### src/rtl/line_cycle_pkg.sv
// Shared definitions for the line cycle detector: FSM state encoding and counter widths.
package line_cycle_pkg;

  typedef enum logic [2:0] {
    ARM       = 3'd0,
    LOW       = 3'd1,
    QUAL_HIGH = 3'd2,
    HIGH      = 3'd3,
    QUAL_LOW  = 3'd4
  } state_t;

  localparam int DEB_W        = 8;
  localparam int TO_W_DEFAULT = 20;

endpackage

### src/rtl/sync_2ff.sv
// Two-flop synchroniser for a single asynchronous level; both stages clear on reset.
module sync_2ff (
  input  logic clk_i,
  input  logic rst_n_i,
  input  logic async_in,
  output logic sync_out
);

  logic meta_reg;
  logic stage_reg;

  always_ff @(posedge clk_i or negedge rst_n_i) begin
    if (!rst_n_i) begin
      meta_reg  <= 1'b0;
      stage_reg <= 1'b0;
    end else begin
      meta_reg  <= async_in;
      stage_reg <= meta_reg;
    end
  end

  assign sync_out = stage_reg;

endmodule

### src/rtl/line_cycle_detector.sv
// Mains zero-cross qualifier: one pulse per debounced rising edge plus a sticky loss-of-line flag.
// Optional period measurement is built when LINE_PERIOD_MEAS_EN is defined.
module line_cycle_detector
  import line_cycle_pkg::*;
#(
  parameter int DEBOUNCE_CYCLES = 16,
  parameter int TIMEOUT_CYCLES  = 65535,
  parameter int TO_W            = TO_W_DEFAULT
) (
  input  logic            clk_i,
  input  logic            rst_n_i,
  input  logic            enable_i,
  input  logic            line_i,
  input  logic            timeout_clear_i,
  output logic            cycle_pulse_o,
  output logic            line_level_o,
  output logic            timeout_o
`ifdef LINE_PERIOD_MEAS_EN
  ,
  output logic [TO_W-1:0] period_o,
  output logic            period_valid_o
`endif
);

  localparam logic [DEB_W-1:0] DEB_LAST = DEB_W'(DEBOUNCE_CYCLES - 1);
  localparam logic [DEB_W-1:0] DEB_ONE  = DEB_W'(1);
  localparam logic [TO_W-1:0]  TO_MAX   = TO_W'(TIMEOUT_CYCLES);
  localparam logic [TO_W-1:0]  TO_ONE   = TO_W'(1);

  logic             line_s;
  state_t           state_reg;
  logic [DEB_W-1:0] deb_cnt_reg;
  logic [TO_W-1:0]  per_cnt_reg;
  logic [1:0]       warm_reg;
  logic             rise_reg;
  logic             pulse_reg;
  logic             level_reg;
  logic             timeout_reg;

  sync_2ff u_sync (
    .clk_i    (clk_i),
    .rst_n_i  (rst_n_i),
    .async_in (line_i),
    .sync_out (line_s)
  );

  // warm_reg masks the synchroniser's reset zeros so a line already high at
  // reset release cannot look like a fresh low-to-high transition.
  always_ff @(posedge clk_i or negedge rst_n_i) begin
    if (!rst_n_i) begin
      state_reg   <= ARM;
      deb_cnt_reg <= '0;
      per_cnt_reg <= '0;
      warm_reg    <= 2'b00;
      rise_reg    <= 1'b0;
      pulse_reg   <= 1'b0;
      level_reg   <= 1'b0;
      timeout_reg <= 1'b0;
    end else begin
      warm_reg  <= {warm_reg[0], 1'b1};
      level_reg <= (state_reg == HIGH) || (state_reg == QUAL_LOW);

      if (timeout_clear_i)
        timeout_reg <= 1'b0;
      else if (enable_i && (per_cnt_reg == TO_MAX))
        timeout_reg <= 1'b1;

      if (!enable_i) begin
        state_reg   <= ARM;
        deb_cnt_reg <= '0;
        per_cnt_reg <= '0;
        rise_reg    <= 1'b0;
        pulse_reg   <= 1'b0;
      end else begin
        pulse_reg <= rise_reg;
        rise_reg  <= 1'b0;

        if (rise_reg)
          per_cnt_reg <= '0;
        else if (per_cnt_reg != TO_MAX)
          per_cnt_reg <= per_cnt_reg + TO_ONE;

        case (state_reg)
          ARM: begin
            if (warm_reg[1] && !line_s)
              state_reg <= LOW;
          end
          LOW: begin
            if (line_s) begin
              state_reg   <= QUAL_HIGH;
              deb_cnt_reg <= DEB_ONE;
            end
          end
          QUAL_HIGH: begin
            if (!line_s) begin
              state_reg   <= LOW;
              deb_cnt_reg <= '0;
            end else if (deb_cnt_reg == DEB_LAST) begin
              state_reg   <= HIGH;
              deb_cnt_reg <= '0;
              rise_reg    <= 1'b1;
            end else begin
              deb_cnt_reg <= deb_cnt_reg + DEB_ONE;
            end
          end
          HIGH: begin
            if (!line_s) begin
              state_reg   <= QUAL_LOW;
              deb_cnt_reg <= DEB_ONE;
            end
          end
          QUAL_LOW: begin
            if (line_s) begin
              state_reg   <= HIGH;
              deb_cnt_reg <= '0;
            end else if (deb_cnt_reg == DEB_LAST) begin
              state_reg   <= LOW;
              deb_cnt_reg <= '0;
            end else begin
              deb_cnt_reg <= deb_cnt_reg + DEB_ONE;
            end
          end
          default: begin
            state_reg   <= ARM;
            deb_cnt_reg <= '0;
          end
        endcase
      end
    end
  end

  assign cycle_pulse_o = pulse_reg;
  assign line_level_o  = level_reg;
  assign timeout_o     = timeout_reg;

`ifdef LINE_PERIOD_MEAS_EN
  logic [TO_W:0]   per_inc;
  logic [TO_W-1:0] per_sat;
  logic            seen_reg;
  logic [TO_W-1:0] period_reg;
  logic            period_valid_reg;

  assign per_inc = {1'b0, per_cnt_reg} + {{TO_W{1'b0}}, 1'b1};
  assign per_sat = (per_inc > {1'b0, TO_MAX}) ? TO_MAX : per_inc[TO_W-1:0];

  // The first pulse after arming has no preceding edge, so it only primes seen_reg.
  always_ff @(posedge clk_i or negedge rst_n_i) begin
    if (!rst_n_i) begin
      seen_reg         <= 1'b0;
      period_reg       <= '0;
      period_valid_reg <= 1'b0;
    end else begin
      period_valid_reg <= 1'b0;
      if (!enable_i || (state_reg == ARM)) begin
        seen_reg <= 1'b0;
      end else if (rise_reg) begin
        seen_reg <= 1'b1;
        if (seen_reg) begin
          period_reg       <= per_sat;
          period_valid_reg <= 1'b1;
        end
      end
    end
  end

  assign period_o       = period_reg;
  assign period_valid_o = period_valid_reg;
`endif

endmodule

### config.mk
export PLATFORM = sky130hd
export DESIGN_NAME = line_cycle_detector
export DESIGN_NICKNAME = d
export VERILOG_FILES = /design/src/rtl/line_cycle_pkg.sv /design/src/rtl/sync_2ff.sv /design/src/rtl/line_cycle_detector.sv
export SDC_FILE = /design/constraint.sdc
export NUM_CORES = 1
export LEC_CHECK = 0
export CORE_MARGIN = 2
export CORE_UTILIZATION = 62
export CTS_BUF_LIST = sky130_fd_sc_hd__clkbuf_16
export DETAILED_ROUTE_END_ITERATION = 16
export MAX_ROUTING_LAYER = met4
export PLACE_DENSITY = 0.81
export SYNTH_ARGS = -nofsm -noshare
export SYNTH_HDL_FRONTEND = slang
export SYNTH_HIERARCHICAL = 1
export SYNTH_SLANG_ARGS = --single-unit
### constraint.sdc
create_clock -name clk_i -period 2.9 [get_ports clk_i]
set_input_delay 0.87 -clock clk_i [delete_from_list [all_inputs] [get_ports clk_i]]
set_output_delay 0.87 -clock clk_i [all_outputs]
set_load 0.02 [all_outputs]
==> results of run 1 <==
==> cells in the final DEF (no fill, tap or decap), types with 4 or more instances in the layout <==
master / n
sky130_fd_sc_hd__and3_1: 5
sky130_fd_sc_hd__or3_1: 8
sky130_fd_sc_hd__nand2_1: 23
sky130_fd_sc_hd__nand4_1: 4
sky130_fd_sc_hd__a22o_1: 6
sky130_fd_sc_hd__clkbuf_16: 5
sky130_fd_sc_hd__clkdlybuf4s50_1: 6
sky130_fd_sc_hd__nand3_1: 9
sky130_fd_sc_hd__nand2b_1: 6
sky130_fd_sc_hd__o21ai_0: 13
sky130_fd_sc_hd__dfrtp_1: 39
sky130_fd_sc_hd__nor2_1: 9
sky130_fd_sc_hd__a21oi_1: 16
==> per-stage QoR <==
stage	power (mW)	util, %	hold WS (ns)	cell area, µm²
after floorplan	0.614	-	0.331	2160
after global placement	0.636	67.0	0.333	2230
after detailed placement	0.640	67.0	0.341	2230
after CTS	1.17	71.3	0.353	2380
after global routing	1.20	71.3	0.354	2380
final	1.16	71.3	0.349	2380
==> power breakdown <==
| group | internal (mW) | switching, mW |
|---|---|---|
| Sequential | 0.553 | 0.0116 |
| Combinational | 0.0252 | 0.0415 |
| Clock | 0.316 | 0.215 |
==> Yosys cell counts (all sizes together), types with 2 or more instances <==
cell     n
a2111o   2
a211oi   3
a21boi   2
a21oi   17
a22o     6
a31o     3
a31oi    2
a32o     2
and2     3
and3     5
and4     2
buf      7
clkbuf   5
dfrtp   39
ha       2
inv      3
mux2i    3
nand2   23
nand2b   6
nand3    9
nand3b   2
nand4    6
nor2    10
nor2b    3
nor3     3
nor4     4
o211ai   2
o21ai   16
o311ai   2
o31ai    2
o41ai    3
or3      8
or4      3
xor2     2
==> logic make-up (layout without fill, tap and decap cells) <==
family,Yosys count,count (layout),synth area share [%]
multiplexers,3,3,1.39
XOR/XNOR,3,3,1.22
AND/OR/NAND/NOR,90,90,24.5
other,1,1,0.174
AO/OA/AOI/OAI,69,69,22.7
adder cells (fa/ha/maj),2,2,1.16
buffers and inverters,15,21,3.65
flip-flops,39,39,45.2
==> worst reg2reg max path, stage by stage (launching register included) <==
cell and delay (ns):
sky130_fd_sc_hd__dfrtp_1 0.43, sky130_fd_sc_hd__or3_1 0.40, sky130_fd_sc_hd__or3_1 0.51, sky130_fd_sc_hd__and2_4 0.21
sky130_fd_sc_hd__a22o_1 0.20
==> worst max path at each step <==
stage | from | endpoint | slack (ns) | depth (start not counted)
2_1_floorplan | enable_i | per_cnt_reg[8] | 0.96 | 5
3_3_place_gp | enable_i | per_cnt_reg[3] | 0.64 | 4
3_5_place_dp | enable_i | per_cnt_reg[3] | 0.61 | 4
4_1_cts | timeout_o | timeout_o | 0.80 | 1
5_1_grt | timeout_o | timeout_o | 0.78 | 1
6_report | timeout_o | timeout_o | 0.81 | 1
==> final cells by class <==
type	count	share of cell area (%)
Clock buffer	5	5.26
Sequential cell	39	41.0
Timing Repair Buffer	10	3.68
Inverter	3	0.473
Tap cell	46	2.42
Multi-Input combinational cell	168	46.3
Clock inverter	3	0.841
==> metal layers <==
layer  GRT usage (%)  up-vias  wire (µm)
li1                -      847          -
met1            29.4      869       1910
met2            40.4       36       2260
met3            4.86        7        154
met4            8.33        0         53
met5               -        -          0
==> results.txt, run 1 <==
----------------------------------------------------
[Critical path]
  Critical path's slowest cell ... sky130_fd_sc_hd__clkdlybuf4s50_1
  CP Cell Sequence ... clkdlybuf4s50_1
  Minimum setup slack among reg-to-reg paths ... 1.04 ns
  Critical path type ... flip-flop to output pin
  Reg2reg start ... deb_cnt_reg[6]
  Worst Path Buf+Inv ... 1
  Number of cell instances on the worst register-to-register path ... 4
  Category of cells accounting for the largest share of critical-path delay ... buffers and inverters
  Crit Path Max Fanout ... 2
  Startpoint type of the worst setup path ... flip-flop
  Arrival time of data at the critical path endpoint ... 1.22 ns
  Delay of the slowest cell on the worst path ... 0.60 ns
  Kind of end point of the critical path ... output pin
  Required time of the worst setup path ... 2.03 ns
  Critical R2R Capture ... deb_cnt_reg[3]

[Clock network]
  Post-CTS Setup Bufs ... 0
  Clock latency on the worst-skew pair ... 0.28 ns
  Clock tree from TritonCTS ... built
  Clock transition at the registers of the reported paths ... 0.05 ns
  Count of instances resized after the clock tree is built ... 0
  Hold buffer count at CTS ... 0
  Longest Clk Path Bufs ... 2
  Root Driver ... sky130_fd_sc_hd__clkbuf_16
  Max H-tree Level ... 2
  Sinks on the clock net ... 39
  Num CTS Buffers ... 5

[STA]
  Count of final hold-check violations ... 0
  Final cycle utilization of the critical path ... 71.9%
  Layout Skew ... 0.00456 ns
  Fin crit period ... 2.09 ns
  Final worst-path setup slack ... 0.813 ns
  Worst Tran Pin Value ... 0.863 ns
  Summed negative setup slack over all endpoints ... 0 ns
  RSZ-0062 raised after global routing ... no
  Fmax ... 479 MHz
  Max-slew violation total from the final report ... 0
  Normalized max-slew margin ... 42.5%
  Final setup viols ... 0

[Finish]
  Ant. Diodes ... 0
  Post-layout net count ... 234
  Flip-flop count of the largest register after layout ... 20
  Final Instance Count excl. Fillers ... 274
  Register area ... 976 µm²
  Filler instances ... 260
  Post-synthesis to final-layout area growth ... 10.3%
  Layout cell share with drive strength beyond 1 ... 9.65%
  Combined area of the multi-input logic cells ... 0.00110 mm²

[Run]
  Max-cap violations ... 0

[Detailed routing]
  Residual DRC ... 0
  Routed wire length ... 4380 µm
  Ratio of routed vias to standard cells ... 6.42
  DR iter-0 viols ... 133
  Vias ... 1759
  Average wire per cell in the routed design ... 16.0 µm
  Initial DRT Pass Iterations ... 4
  Final ANT Viol Nets ... 0

[Placement]
  Instance count after placement with tap cells included ... 266
  Count of input and output buffers ... 7
  Detailed Place HPWL ... 2970 µm
  Setup slack at placement ... 0.614 ns
  GP Congestion ... 0.841

[Min path]
  Hold Startpoint ... u_sync/meta_reg
  Hold-critical path endpoint ... u_sync/sync_out
  Hold Path Depth ... 0
  Kind of path behind the tightest hold check ... flip-flop to flip-flop

[Die]
  Count of pins on the block boundary ... 8
  Vert. Die Dim ... 63.0 µm
  Width of the die ... 63.0 µm
  Initial core utilization ... 64.6%
  Area inside the core boundary ... 0.00334 mm²
  Core Rows ... 21
  Total die area ... 0.00397 mm²

[Logic synthesis]
  Syn_nets ... 229
  Library cell with the largest summed area after synthesis ... sky130_fd_sc_hd__dfrtp_1
  Mapped Cells ... 222
  Synth top area share ... 45.2%
  Register bit count reported by yosys ... 39
  Count of flip-flops with a built-in enable after synthesis ... 0
  Sequential share of the synthesized area ... 45.2%
  Distinct cell type count after synthesis ... 57
  Dominant cells by area after synthesis ... sky130_fd_sc_hd__dfrtp_1, sky130_fd_sc_hd__nand2_1, sky130_fd_sc_hd__a21oi_1
  Post-Synthesis Mean Instance Area ... 9.72 µm²
  Share of synthesized flip-flops with an asynchronous set or reset ... 100%
  Warnings from Yosys ... 6
  Most frequently used flop master after synthesis ... sky130_fd_sc_hd__dfrtp_1
  Cell area after technology mapping ... 0.00216 mm²

[Pwr]
  Static Leakage ... 0.980 nW
  Maximum VDD drop ... 0.349 mV
  Power density cells ... 489 mW/mm²

[GRT]
  Global-route wire length before repair ... 7470 µm
  Number of antenna violations at the first check in global routing ... 0
  Number of global-route vias before repair ... 1676
  GRT Overall Usage ... 24.3%
  Overflow after GRT ... 0
  Largest net degree at the start of global routing ... 40

[Status]
  Status ... completed

----------------------------------------------------
(Power assumes the default switching activity.)
==> run 2, diff against run 1 <==
--- a/config.mk
+++ b/config.mk
@@ -6,11 +6,11 @@
 export NUM_CORES = 1
 export LEC_CHECK = 0
 export CORE_MARGIN = 2
-export CORE_UTILIZATION = 62
+export CORE_UTILIZATION = 54
 export CTS_BUF_LIST = sky130_fd_sc_hd__clkbuf_16
 export DETAILED_ROUTE_END_ITERATION = 16
 export MAX_ROUTING_LAYER = met4
-export PLACE_DENSITY = 0.81
+export PLACE_DENSITY = 0.75
 export SYNTH_ARGS = -nofsm -noshare
 export SYNTH_HDL_FRONTEND = slang
 export SYNTH_HIERARCHICAL = 1
==> constraint.sdc (replaced) <==
create_clock -name clk_i -period 1.7 [get_ports clk_i]
set_input_delay 0.51 -clock clk_i [delete_from_list [all_inputs] [get_ports clk_i]]
set_output_delay 0.51 -clock clk_i [all_outputs]
set_load 0.02 [all_outputs]
==> results.txt, run 2 (synthesis gave the netlist of run 1 again) <==
----------------------------------------------------
[Status]
  Status ... completed

[Detailed routing]
  Final ANT Viol Nets ... 0
  Ratio of routed vias to standard cells ... 6.29
  DR iter-0 viols ... 146
  Initial DRT Pass Iterations ... 4
  Average wire per cell in the routed design ... 16.6 µm
  Residual DRC ... 0
  Vias ... 1911
  Routed wire length ... 5040 µm

[Finish]
  Final Instance Count excl. Fillers ... 304
  Post-synthesis to final-layout area growth ... 24.1%
  Final standard cell utilization of the core ... 71.5%
  Layout cell share with drive strength beyond 1 ... 22.3%
  Ant. Diodes ... 0
  Flip-flop count of the largest register after layout ... 20
  Post-layout net count ... 262
  Most common cell after layout, fill and taps aside ... sky130_fd_sc_hd__dfrtp_1
  Commonest non-fill, non-tap cells in the layout ... sky130_fd_sc_hd__dfrtp_1, sky130_fd_sc_hd__buf_4, sky130_fd_sc_hd__nand2_1, sky130_fd_sc_hd__a21oi_1, sky130_fd_sc_hd__o21ai_0

[Pwr]
  Power density cells ... 803 mW/mm²
  Relative contribution of sequential cells to total power ... 44.5%
  Maximum VDD drop ... 0.630 mV
  Power after layout ... 2.15 mW
  Internal power summed over all cells ... 1.69 mW
  Static Leakage ... 1.16 nW
  Switching power of the nets ... 0.456 mW
  Part of the total power dissipated in combinational logic ... 7.1%
  Switching portion of total power ... 21.2%
  Fraction of power consumed by the clock network ... 48.4%

[Placement]
  Detailed Place HPWL ... 3380 µm
  Count of input and output buffers ... 7
  GP Congestion ... 0.884
  Setup slack at placement ... -0.193 ns
  Instance count after placement with tap cells included ... 294

[STA]
  Final worst-path setup slack ... 0.0427 ns
  Fmax ... 603 MHz
  Minimum hold slack ... 0.135 ns
  Fin crit period ... 1.66 ns
  Final setup viols ... 0
  Count of final hold-check violations ... 0
  Layout Skew ... 0.00364 ns
  Final cycle utilization of the critical path ... 97.5%
  Max-slew violation total from the final report ... 0

[Critical path]
  Kind of end point of the critical path ... flip-flop
  Worst Path Buf+Inv ... 0
  Required time of the worst setup path ... 1.87 ns
  Arrival time of data at the critical path endpoint ... 1.82 ns
  Category of cells accounting for the largest share of critical-path delay ... simple AND/OR/NAND/NOR gates
  Reg2reg start ... deb_cnt_reg[5]
  Crit. Startpoint ... deb_cnt_reg[5]
  Cell mode on critical path ... sky130_fd_sc_hd__or3_4
  Startpoint type of the worst setup path ... flip-flop
  Critical path's slowest cell ... sky130_fd_sc_hd__or3_4
  Crit Path Max Fanout ... 7
  Delay of the slowest cell on the worst path ... 0.39 ns
  Critical path type ... flip-flop to flip-flop
  CP Cell Sequence ... or3_4 -> or3_4 -> and2_4 -> a22o_1

[Die]
  Count of pins on the block boundary ... 8
  Area inside the core boundary ... 0.00374 mm²
  Vert. Die Dim ... 67.2 µm
  Initial core utilization ... 57.6%
  Width of the die ... 67.2 µm
  Core Rows ... 22
  Total die area ... 0.00452 mm²

[GRT]
  Overflow after GRT ... 0
  Largest net degree at the start of global routing ... 27
  Number of antenna violations at the first check in global routing ... 0
  GRT Overall Usage ... 26.2%
  Global-route wire length before repair ... 8710 µm
  Number of global-route vias before repair ... 1876

[Clock network]
  Hold buffer count at CTS ... 0
  Clock transition at the registers of the reported paths ... 0.06 ns
  Longest Clk Path Bufs ... 2
  Root Driver ... sky130_fd_sc_hd__clkbuf_16
  Clock tree from TritonCTS ... built
  Num CTS Buffers ... 5
  Max H-tree Level ... 2
  Clock latency on the worst-skew pair ... 0.28 ns
  Sinks on the clock net ... 39

[Run]
  Max-cap violations ... 0

[Min path]
  Kind of path behind the tightest hold check ... input port to async pin

----------------------------------------------------
-- run 2: changes by cell type in the layout (fill, tap and decap cells not counted), sizes merged --
cell / previous run / this run
clkdlybuf4s50: 6 / 3
bufinv: 0 / 1
clkinvlp: 2 / 0
dlygate4sd2: 0 / 3
clkinv: 1 / 2
buf: 4 / 32
-- run 2: per-stage QoR --
step,instance area [µm²],TNS (ns)
4_1_cts,2610,0
5_1_grt,2680,-0.0156
2_1_floorplan,2160,0
6_report,2680,0
3_5_place_dp,2440,-3.10
3_3_place_gp,2440,-1.53
-- run 2: repair_timing --
action,CTS,global route
endpoints found under the setup margin,10,9
resized for setup,5,10
hold endpoints to repair,0,0
pin swaps,1,2
setup buffers,0,2
cloned,0,0
-- run 2: power groups by stage --
stage | registers [mW] | logic (mW) | clock network [mW]
2_1_floorplan | 0.967 | 0.0802 | 0
3_3_place_gp | 0.969 | 0.143 | 0
3_5_place_dp | 0.971 | 0.150 | 0
4_1_cts | 0.955 | 0.151 | 1.05
5_1_grt | 0.958 | 0.170 | 1.08
6_report | 0.956 | 0.153 | 1.04
-- run 2: final timing paths --
| kind | slack, ns | depth (start not counted) | to |
|---|---|---|---|
| worst min-delay path | 0.13 | 1 | per_cnt_reg[19] |
| worst max-delay path | 0.04 | 4 | deb_cnt_reg[5] |
| min in group clk_i | 0.35 | 0 | u_sync/sync_out |
| max in group asynchronous | 1.11 | 2 | per_cnt_reg[4] |
| worst max register to register | 0.04 | 4 | deb_cnt_reg[5] |
| worst min register to register | 0.35 | 0 | u_sync/sync_out |
-- run 2: cell type report --
class,instances,area [µm²]
Tap cell,48,60.1
Clock buffer,5,125
Sequential cell,39,976
Clock inverter,3,38.8
Inverter,3,11.3
Multi-Input combinational cell,168,1160
Fill cell,289,1070
Timing Repair Buffer,38,307
-- run 2: layer usage --
layer  routed length, µm  vias to the layer above  GRT usage (%)
met3                 226                       11           5.17
met5                   0                        -              -
met4                 110                        0           8.42
met1                2190                      937           33.6
li1                    -                      900              -
met2                2510                       63           42.1
